`src/rtl/logic_op_scheduler.sv`:
```
// Two-requester round-robin scheduler for a shared AND/OR/XOR/NAND datapath.
// One operation in flight; the result is held under a valid/ready handshake.
module logic_op_scheduler #(
  parameter int WIDTH = 4,
  parameter int CNT_W = 8
) (
  input  logic             clk,
  input  logic             rst_n,
  input  logic             en,
  input  logic             req0,
  input  logic [1:0]       op0,
  input  logic [WIDTH-1:0] a0,
  input  logic [WIDTH-1:0] b0,
  input  logic             req1,
  input  logic [1:0]       op1,
  input  logic [WIDTH-1:0] a1,
  input  logic [WIDTH-1:0] b1,
  output logic             gnt0,
  output logic             gnt1,
  output logic [WIDTH-1:0] y,
  output logic [3:0]       dec,
  output logic             y_id,
  output logic             y_valid,
  input  logic             y_ready,
  output logic             busy,
  output logic [CNT_W-1:0] done_cnt
);

  // state | meaning
  // IDLE  | arbitrate and latch the winner's operands
  // EXEC  | gnt pulse visible, compute result
  // HOLD  | result valid, wait for y_ready
  localparam logic [1:0] S_IDLE = 2'd0;
  localparam logic [1:0] S_EXEC = 2'd1;
  localparam logic [1:0] S_HOLD = 2'd2;

  logic [1:0]       state_q, state_d;
  logic             rr_q, rr_d;
  logic             wid_q, wid_d;
  logic [1:0]       op_q, op_d;
  logic [WIDTH-1:0] a_q, a_d;
  logic [WIDTH-1:0] b_q, b_d;
  logic             gnt0_q, gnt0_d;
  logic             gnt1_q, gnt1_d;
  logic [WIDTH-1:0] y_q, y_d;
  logic [3:0]       dec_q, dec_d;
  logic             y_id_q, y_id_d;
  logic             y_valid_q, y_valid_d;
  logic [CNT_W-1:0] done_cnt_q, done_cnt_d;
  logic [WIDTH-1:0] result;
  logic             win;

  always_comb begin
    case (op_q)
      2'b00:   result = a_q & b_q;
      2'b01:   result = a_q | b_q;
      2'b10:   result = a_q ^ b_q;
      default: result = ~(a_q & b_q);
    endcase
  end

  // With both requesting, the rr pointer names the winner.
  assign win = (req0 && req1) ? rr_q : req1;

  always_comb begin
    state_d    = state_q;
    rr_d       = rr_q;
    wid_d      = wid_q;
    op_d       = op_q;
    a_d        = a_q;
    b_d        = b_q;
    gnt0_d     = 1'b0;
    gnt1_d     = 1'b0;
    y_d        = y_q;
    dec_d      = dec_q;
    y_id_d     = y_id_q;
    y_valid_d  = y_valid_q;
    done_cnt_d = done_cnt_q;
    case (state_q)
      S_IDLE: begin
        if (en && (req0 || req1)) begin
          wid_d   = win;
          op_d    = win ? op1 : op0;
          a_d     = win ? a1 : a0;
          b_d     = win ? b1 : b0;
          gnt0_d  = ~win;
          gnt1_d  = win;
          state_d = S_EXEC;
        end
      end
      S_EXEC: begin
        y_d       = result;
        dec_d     = 4'b0001 << op_q;
        y_id_d    = wid_q;
        y_valid_d = 1'b1;
        state_d   = S_HOLD;
      end
      S_HOLD: begin
        if (y_ready) begin
          y_valid_d  = 1'b0;
          done_cnt_d = done_cnt_q + CNT_W'(1);
          rr_d       = ~y_id_q;
          state_d    = S_IDLE;
        end
      end
      default: state_d = S_IDLE;
    endcase
  end

  always_ff @(posedge clk) begin
    if (!rst_n) begin
      state_q    <= S_IDLE;
      rr_q       <= 1'b0;
      wid_q      <= 1'b0;
      op_q       <= 2'b00;
      a_q        <= '0;
      b_q        <= '0;
      gnt0_q     <= 1'b0;
      gnt1_q     <= 1'b0;
      y_q        <= '0;
      dec_q      <= 4'b0000;
      y_id_q     <= 1'b0;
      y_valid_q  <= 1'b0;
      done_cnt_q <= '0;
    end else begin
      state_q    <= state_d;
      rr_q       <= rr_d;
      wid_q      <= wid_d;
      op_q       <= op_d;
      a_q        <= a_d;
      b_q        <= b_d;
      gnt0_q     <= gnt0_d;
      gnt1_q     <= gnt1_d;
      y_q        <= y_d;
      dec_q      <= dec_d;
      y_id_q     <= y_id_d;
      y_valid_q  <= y_valid_d;
      done_cnt_q <= done_cnt_d;
    end
  end

  assign gnt0     = gnt0_q;
  assign gnt1     = gnt1_q;
  assign y        = y_q;
  assign dec      = dec_q;
  assign y_id     = y_id_q;
  assign y_valid  = y_valid_q;
  assign busy     = (state_q != S_IDLE);
  assign done_cnt = done_cnt_q;

endmodule

```
`config.mk`:
```
export PLATFORM = sky130hd
export DESIGN_NAME = logic_op_scheduler
export DESIGN_NICKNAME = d
export VERILOG_FILES = /design/src/rtl/logic_op_scheduler.sv
export SDC_FILE = /design/constraint.sdc
export NUM_CORES = 1
export LEC_CHECK = 0
export ABC_AREA = 0
export CAP_MARGIN = 30
export CORE_MARGIN = 4
export CORE_UTILIZATION = 50
export DETAILED_ROUTE_END_ITERATION = 12
export GPL_ROUTABILITY_DRIVEN = 0
export PLACE_DENSITY_LB_ADDON = 0.1
export REMOVE_ABC_BUFFERS = 1
export SETUP_SLACK_MARGIN = 0.05
export SKIP_LAST_GASP = 1
export SYNTH_ARGS = -nofsm -noshare
export SYNTH_HDL_FRONTEND = slang
export SYNTH_SLANG_ARGS = --single-unit
```
`constraint.sdc`:
```
create_clock -name clk -period 3.7 [get_ports clk]
set_input_delay 0.74 -clock clk [delete_from_list [all_inputs] [get_ports clk]]
set_output_delay 0.74 -clock clk [all_outputs]
set_load 0.01 [all_outputs]
```
# Word-level counts from Yosys, hierarchy flattened
# Index checks and enable logic that the tools add are counted.
[word_totals]
out_inout_bits = 21
elab_cells = 49
ff_bits = 34
inputBits = 26
[op_classes]
n_reduce_logical = 12
mux = 10
bitwise_logic = 6
addsub = 1
n_eq_ne = 6
shifts = 1
[ops]
columns = ["cell", "count"]
rows = [
  ["4-bit case mux with 3 select lines", 1],
  ["8-bit by 1-bit adder with 8-bit output (second input constant)", 1],
  ["4-bit two-way mux", 2],
  ["2-bit AND reduction", 4],
  ["2-bit two-way mux", 3],
  ["2-bit case mux with 3 select lines", 1],
  ["4-bit AND", 1],
  ["2-bit by 1-bit == test with 1-bit output (second input constant)", 2],
  ["2-bit == test (second input constant)", 2],
  ["2-bit zero test", 2],
  ["2-bit != test (second input constant)", 2],
  ["4-bit inverter", 1],
  ["4-bit OR", 1],
  ["2-bit nonzero test", 2],
  ["1-bit by 2-bit << shifter with 4-bit output (first input constant)", 1],
  ["4-bit XOR", 1],
  ["3-bit AND reduction", 1],
  ["1-bit logical AND", 2],
  ["1-bit two-way mux", 2],
  ["1-bit inverter", 2],
  ["1-bit case mux with 2 select lines", 1],
  ["1-bit logical OR", 1],
]

# Depth between registers and ports, before layout
[logic_depth]
depth_word = 4
depth_mapped = 6
ltp_nobuf = 6

# Worst setup path before layout
# OpenSTA, ideal clock, no wires.
[synth_path]
kind = "input to register"
startpoint = "input port req0"
endpoint = "register a_q[0]"
setup_time_ns = 0.118
cell_stages = 5
arrival_ns = 1.401
required_time_ns = 3.582
slack_ns = 2.181
cell_sequence = "inv_1 o21ai_2 buf_4 mux2i_1 o2bb2ai_1"
[synth_between]
elab_chain_cells = 3
elab_cells_between_ends = 6
[synth_rtl]
columns = ["element", "line_no", "rtl"]
rows = [
  ["start: declaration", "10", "input logic req0,"],
  ["1-bit logical AND or 1-bit logical OR (tied branches)", "63, 81", ""],
  ["1-bit two-way mux or 1-bit logical AND (tied branches)", "63, 81", ""],
  ["4-bit two-way mux or 2-bit AND reduction (tied branches)", "--", ""],
  ["end signal: assignment", "116", "a_q <= '0;"],
  ["end signal: assignment", "130", "a_q <= a_d;"],
  ["end: declaration", "41", "logic [WIDTH-1:0] a_q, a_d;"],
]
# Parallel ways exist; a longest one is shown, timed or not.
# A chain may end at the register's enable or synchronous reset.

# Worst setup path in the final report
[layout_path]
startpoint = "register state_q[1]"
endpoint = "output port busy"
[layout_between]
elab_chain_cells = 1
[layout_rtl]
columns = ["element", "line_no", "rtl"]
rows = [
  ["start: declaration", "37", "logic [1:0] state_q, state_d;"],
  ["start signal: assignment", "126", "state_q <= state_d;"],
  ["2-bit nonzero test", "148", "assign busy = (state_q != S_IDLE);"],
  ["end: declaration", "25", "output logic busy,"],
]
# No other way between the ends.

==> impl_summary.md <==
Timing
Of the available clock period, the critical path in the final layout requires about three fifths. Setup repair after global routing left no endpoint under its margin. On the final layout, the worst clock skew is around 7.8 ps. For this run, the top clock speed supported by timing is 0.4392 GHz.

For the final routed database, the setup TNS stands at 0 ps. The slew at the pin closest to its max-slew limit is between 700 and 800 ps. Final hold analysis gives a worst-case slack of 485.1 ps. Setup violations remaining at the end of the flow were counted as 0. The count of final hold-check violations is 0. The routed design could run at a clock period as short as roughly 2300 ps. The number of pins with negative max-slew slack in the final report is 0.

The max-slew headroom at the worst pin is 51.90%.

Route
The count of antenna-violating nets left after detailed routing is 0. For this block, wires on met1 add up to approximately 1500 um. The routed wire length on met3 is around 230 um. After detailed routing, the average wire length per cell comes to 12.94 um. The initial detailed-routing violation count is 30.

The vias per cell is just over 5. After detailed routing, the number of remaining DRC violations is 0. For this block, the via count after detailed routing is 1326.

In the detailed route, the total length drawn on met2 is 1640 um. The final wirelength is around 3400 um. The top routing layer in use is met4. The detailed-routing iteration count for the pre-antenna-repair pass is 4.

Synth
The synthesized netlist devotes ~17% of its cell area to simple gates. The XOR/XNOR share of the synthesized area is 2.136%. The number of synthesized flops with an enable pin is 0. Yosys attributes the largest share of cell area to sky130_fd_sc_hd__dfxtp_1 41%, sky130_fd_sc_hd__ha_1 6.9%, sky130_fd_sc_hd__mux2i_1 6.7%. The post-synthesis average cell area is around 9.5 um2. The gate count after technology mapping is between 150 and 200. Summing the areas of all fa, ha and maj instances in the mapped netlist gives under 10% of the synthesized area. The top flip-flop cell by instance count after synthesis is sky130_fd_sc_hd__dfxtp_1. After synthesis, the share of flip-flops with an asynchronous set or reset is 0%. The number of unique standard cell types used by synthesis is 34.

Measured against the total synthesized area, the mux share comes to 10.83%. The share of Yosys cell area claimed by the top area cell type is approximately two fifths. Synthesis inferred 34 register bits. The mapped netlist covers between 1500 and 2000 um2. The combinational family with the most area after synthesis is simple AND/OR/NAND/NOR gates. During synthesis, Yosys emitted a total of 0 warnings. Of all cell types, the one taking the most synthesized area is sky130_fd_sc_hd__dfxtp_1. After synthesis, flip-flops and latches occupy between 40 and 50% of the total area. Summing the areas of all compound-gate instances in the mapped netlist gives ~16% of the synthesized area.

Setup path
The capturing element of the worst setup path is busy. The launching point of the worst reg2reg path is state_q[1]. The worst path arrival time is ~1500 ps. STA classifies the critical path startpoint as a flop. The number of cells on the worst reg-to-reg path is 5.

The endpoint required time on the critical path is 2960 ps. The endpoint class of the critical path is an output pin. The end of the worst register-to-register path is wid_q. The timing startpoint of the critical path is state_q[1]. The maximum fanout count along the critical path is 6. The category of the critical setup timing path is reg2out. The register-to-register setup slack is around 2300 ps.

Floorplanning
The effective utilization at floorplan is between 50% and 60%. The die is 65.28 um wide. The height of the die is about 65 um. The placeable core area is approximately 3100 um2. Row generation in the floorplan step produced 20 rows.

The number of ports placed on the die boundary is 47. The die covers roughly 4300 um2.

Finish
The post-synthesis to final-layout area growth is 32.95%. The library cells used most frequently in the layout, excluding fill and tap cells, are 46 x sky130_fd_sc_hd__clkdlybuf4s50_1, 34 x sky130_fd_sc_hd__dfxtp_1, 18 x sky130_fd_sc_hd__nand2_1, 12 x sky130_fd_sc_hd__inv_1, 12 x sky130_fd_sc_hd__o21ai_0. The proportion of layout cells with a drive suffix above 1 is approximately 8.7%. Cells fill 70.28% of the core in the end. Leaving out fill and tap cells, the most frequent cell in the layout is sky130_fd_sc_hd__clkdlybuf4s50_1. After the flow finishes, the layout carries non-filler instances totaling 263. The number of antenna diodes in the final layout is 0. In the final design database the tool counted ~250 nets.

Power
The leakage dissipation is around 0.89 nW. The peak ir drop on the vdd network is a little over 0.2 mV. The total power of the final layout is between 0.7 and 0.8 mW. Dividing total power by cell area gives a power density of ~330 nW/um2.

Clocking
The cell chosen for the clock root is sky130_fd_sc_hd__clkbuf_4. In this run, post-CTS repair resized a total of 0 instances. The later pin in the worst-skew pair is clocked with a latency of between 300 and 400 ps. The maximum buffer depth of the clock tree is 2.

TritonCTS built the clock tree. The cts-stage hold buffer count is 0. The tree built by TritonCTS fans out to 34 sinks. The number of H-tree branching levels is 2. The post-CTS clock slew at the launch and capture registers of the worst setup and hold paths is 100 ps. The number of buffers created by CTS is 5.

The post-CTS setup buffer count is 0.

Placed design
Counting tap cells, the placed design contains a total of ~250 instances. The count of buffers added on input and output ports is between 40 and 50. The total half-perimeter wirelength after legalization and detailed placement is about 2600 um.

GRT
Global routing consumed, over all layers together, approximately 18% of the routing resources. The number of global-route vias before repair is between 1k and 1.5k. Entering global routing, the biggest net connects 24 pins. Global routing finished with a remaining overflow of 0. The first global-routing pass estimated between 5000 and 6000 um of wire.

The number of antenna violations at the first check in global routing came to 0.

Flow run
The tool flagged a number of max-cap violations equal to 0.

Min path
The classification of the worst-slack hold path is reg2reg.

Run status
The run finished with clean final reports.
==> critical path, cell delays in order, from the launching register on <==
cell and delay (ps):
sky130_fd_sc_hd__dfxtp_1 480, sky130_fd_sc_hd__nor2_1 130, sky130_fd_sc_hd__inv_1 70, sky130_fd_sc_hd__clkdlybuf4s50_1 520
==> power breakdown <==
group	switching [mW]	leakage, nW	internal [mW]
sequential	0.0157	0.276	0.380
clock	0.122	0.0353	0.0920
combinational	0.0432	0.577	0.0636
total	0.181	0.889	0.536
==> cells by family (layout without fill, tap and decap cells) <==
kind of cell | Yosys count | after routing
simple gates | 50 | 50
compound gates | 38 | 38
mux | 17 | 17
fa+ha+maj | 9 | 9
xor+xnor | 4 | 4
buf+inv | 21 | 67
flops | 34 | 34
==> synthesized netlist by cell type, types with 2 or more instances <==
library cell and instances:
sky130_fd_sc_hd__mux2i_1 11, sky130_fd_sc_hd__or3_1 3, sky130_fd_sc_hd__a21boi_1 3, sky130_fd_sc_hd__inv_1 12, sky130_fd_sc_hd__nand2_1 18, sky130_fd_sc_hd__ha_1 9
sky130_fd_sc_hd__o2bb2ai_1 10, sky130_fd_sc_hd__a21boi_0 4, sky130_fd_sc_hd__xor2_1 3, sky130_fd_sc_hd__o21ai_0 12, sky130_fd_sc_hd__clkbuf_1 4, sky130_fd_sc_hd__nor2_1 5
sky130_fd_sc_hd__buf_2 4, sky130_fd_sc_hd__nand3_1 3, sky130_fd_sc_hd__and2_1 7, sky130_fd_sc_hd__nor2b_1 5, sky130_fd_sc_hd__a21oi_1 3, sky130_fd_sc_hd__nor3b_1 2
sky130_fd_sc_hd__mux2_2 6, sky130_fd_sc_hd__dfxtp_1 34, sky130_fd_sc_hd__nor3_2 2
==> flip-flops by register name, indices dropped and copies added, names as in the netlist <==
name	count
b_q	4
y_valid	1
rr_q	1
wid_q	1
gnt1	1
y_id	1
state_q	2
a_q	4
y	4
gnt0	1
done_cnt	8
op_q	2
dec	4
==> final cells by class <==
cell class	count	area (um2)
clock buffer	7	55.05
clock inverter	1	5.005
fill	276	922.1
inverter	12	45.04
multi-input combinational	118	872.1
sequential	34	680.7
tap	44	55.05
timing repair buffer	47	467.9
==> through the flow <==
| step | area [um2] | setup slack (ps) |
|---|---|---|
| detailed placement | 2113 | 902.4 |
| global placement | 2113 | 987.9 |
| finish | 2181 | 1423 |
| global route | 2181 | 1346 |
| CTS | 2173 | 1260 |
| floorplan | 1598 | 1982 |
==> how the worst min path moves through the flow <==
stage / start / end / cells past startpoint
final: wid_q / wid_q / 1
after floorplan: wid_q / wid_q / 1
after detailed placement: wid_q / wid_q / 1
after CTS: dec[1] / dec[1] / 2
after global placement: wid_q / wid_q / 1
after global routing: dec[1] / dec[1] / 2
==> per-layer routing <==
| metal | global-route usage, % | vias to the layer above |
|---|---|---|
| li1 | - | 684 |
| met1 | 19.21 | 603 |
| met2 | 30.47 | 33 |
| met3 | 8.034 | 6 |
| met4 | 6.736 | 0 |
| met5 | 0 | - |
No activity file was read; power rests on OpenSTA's default activity.
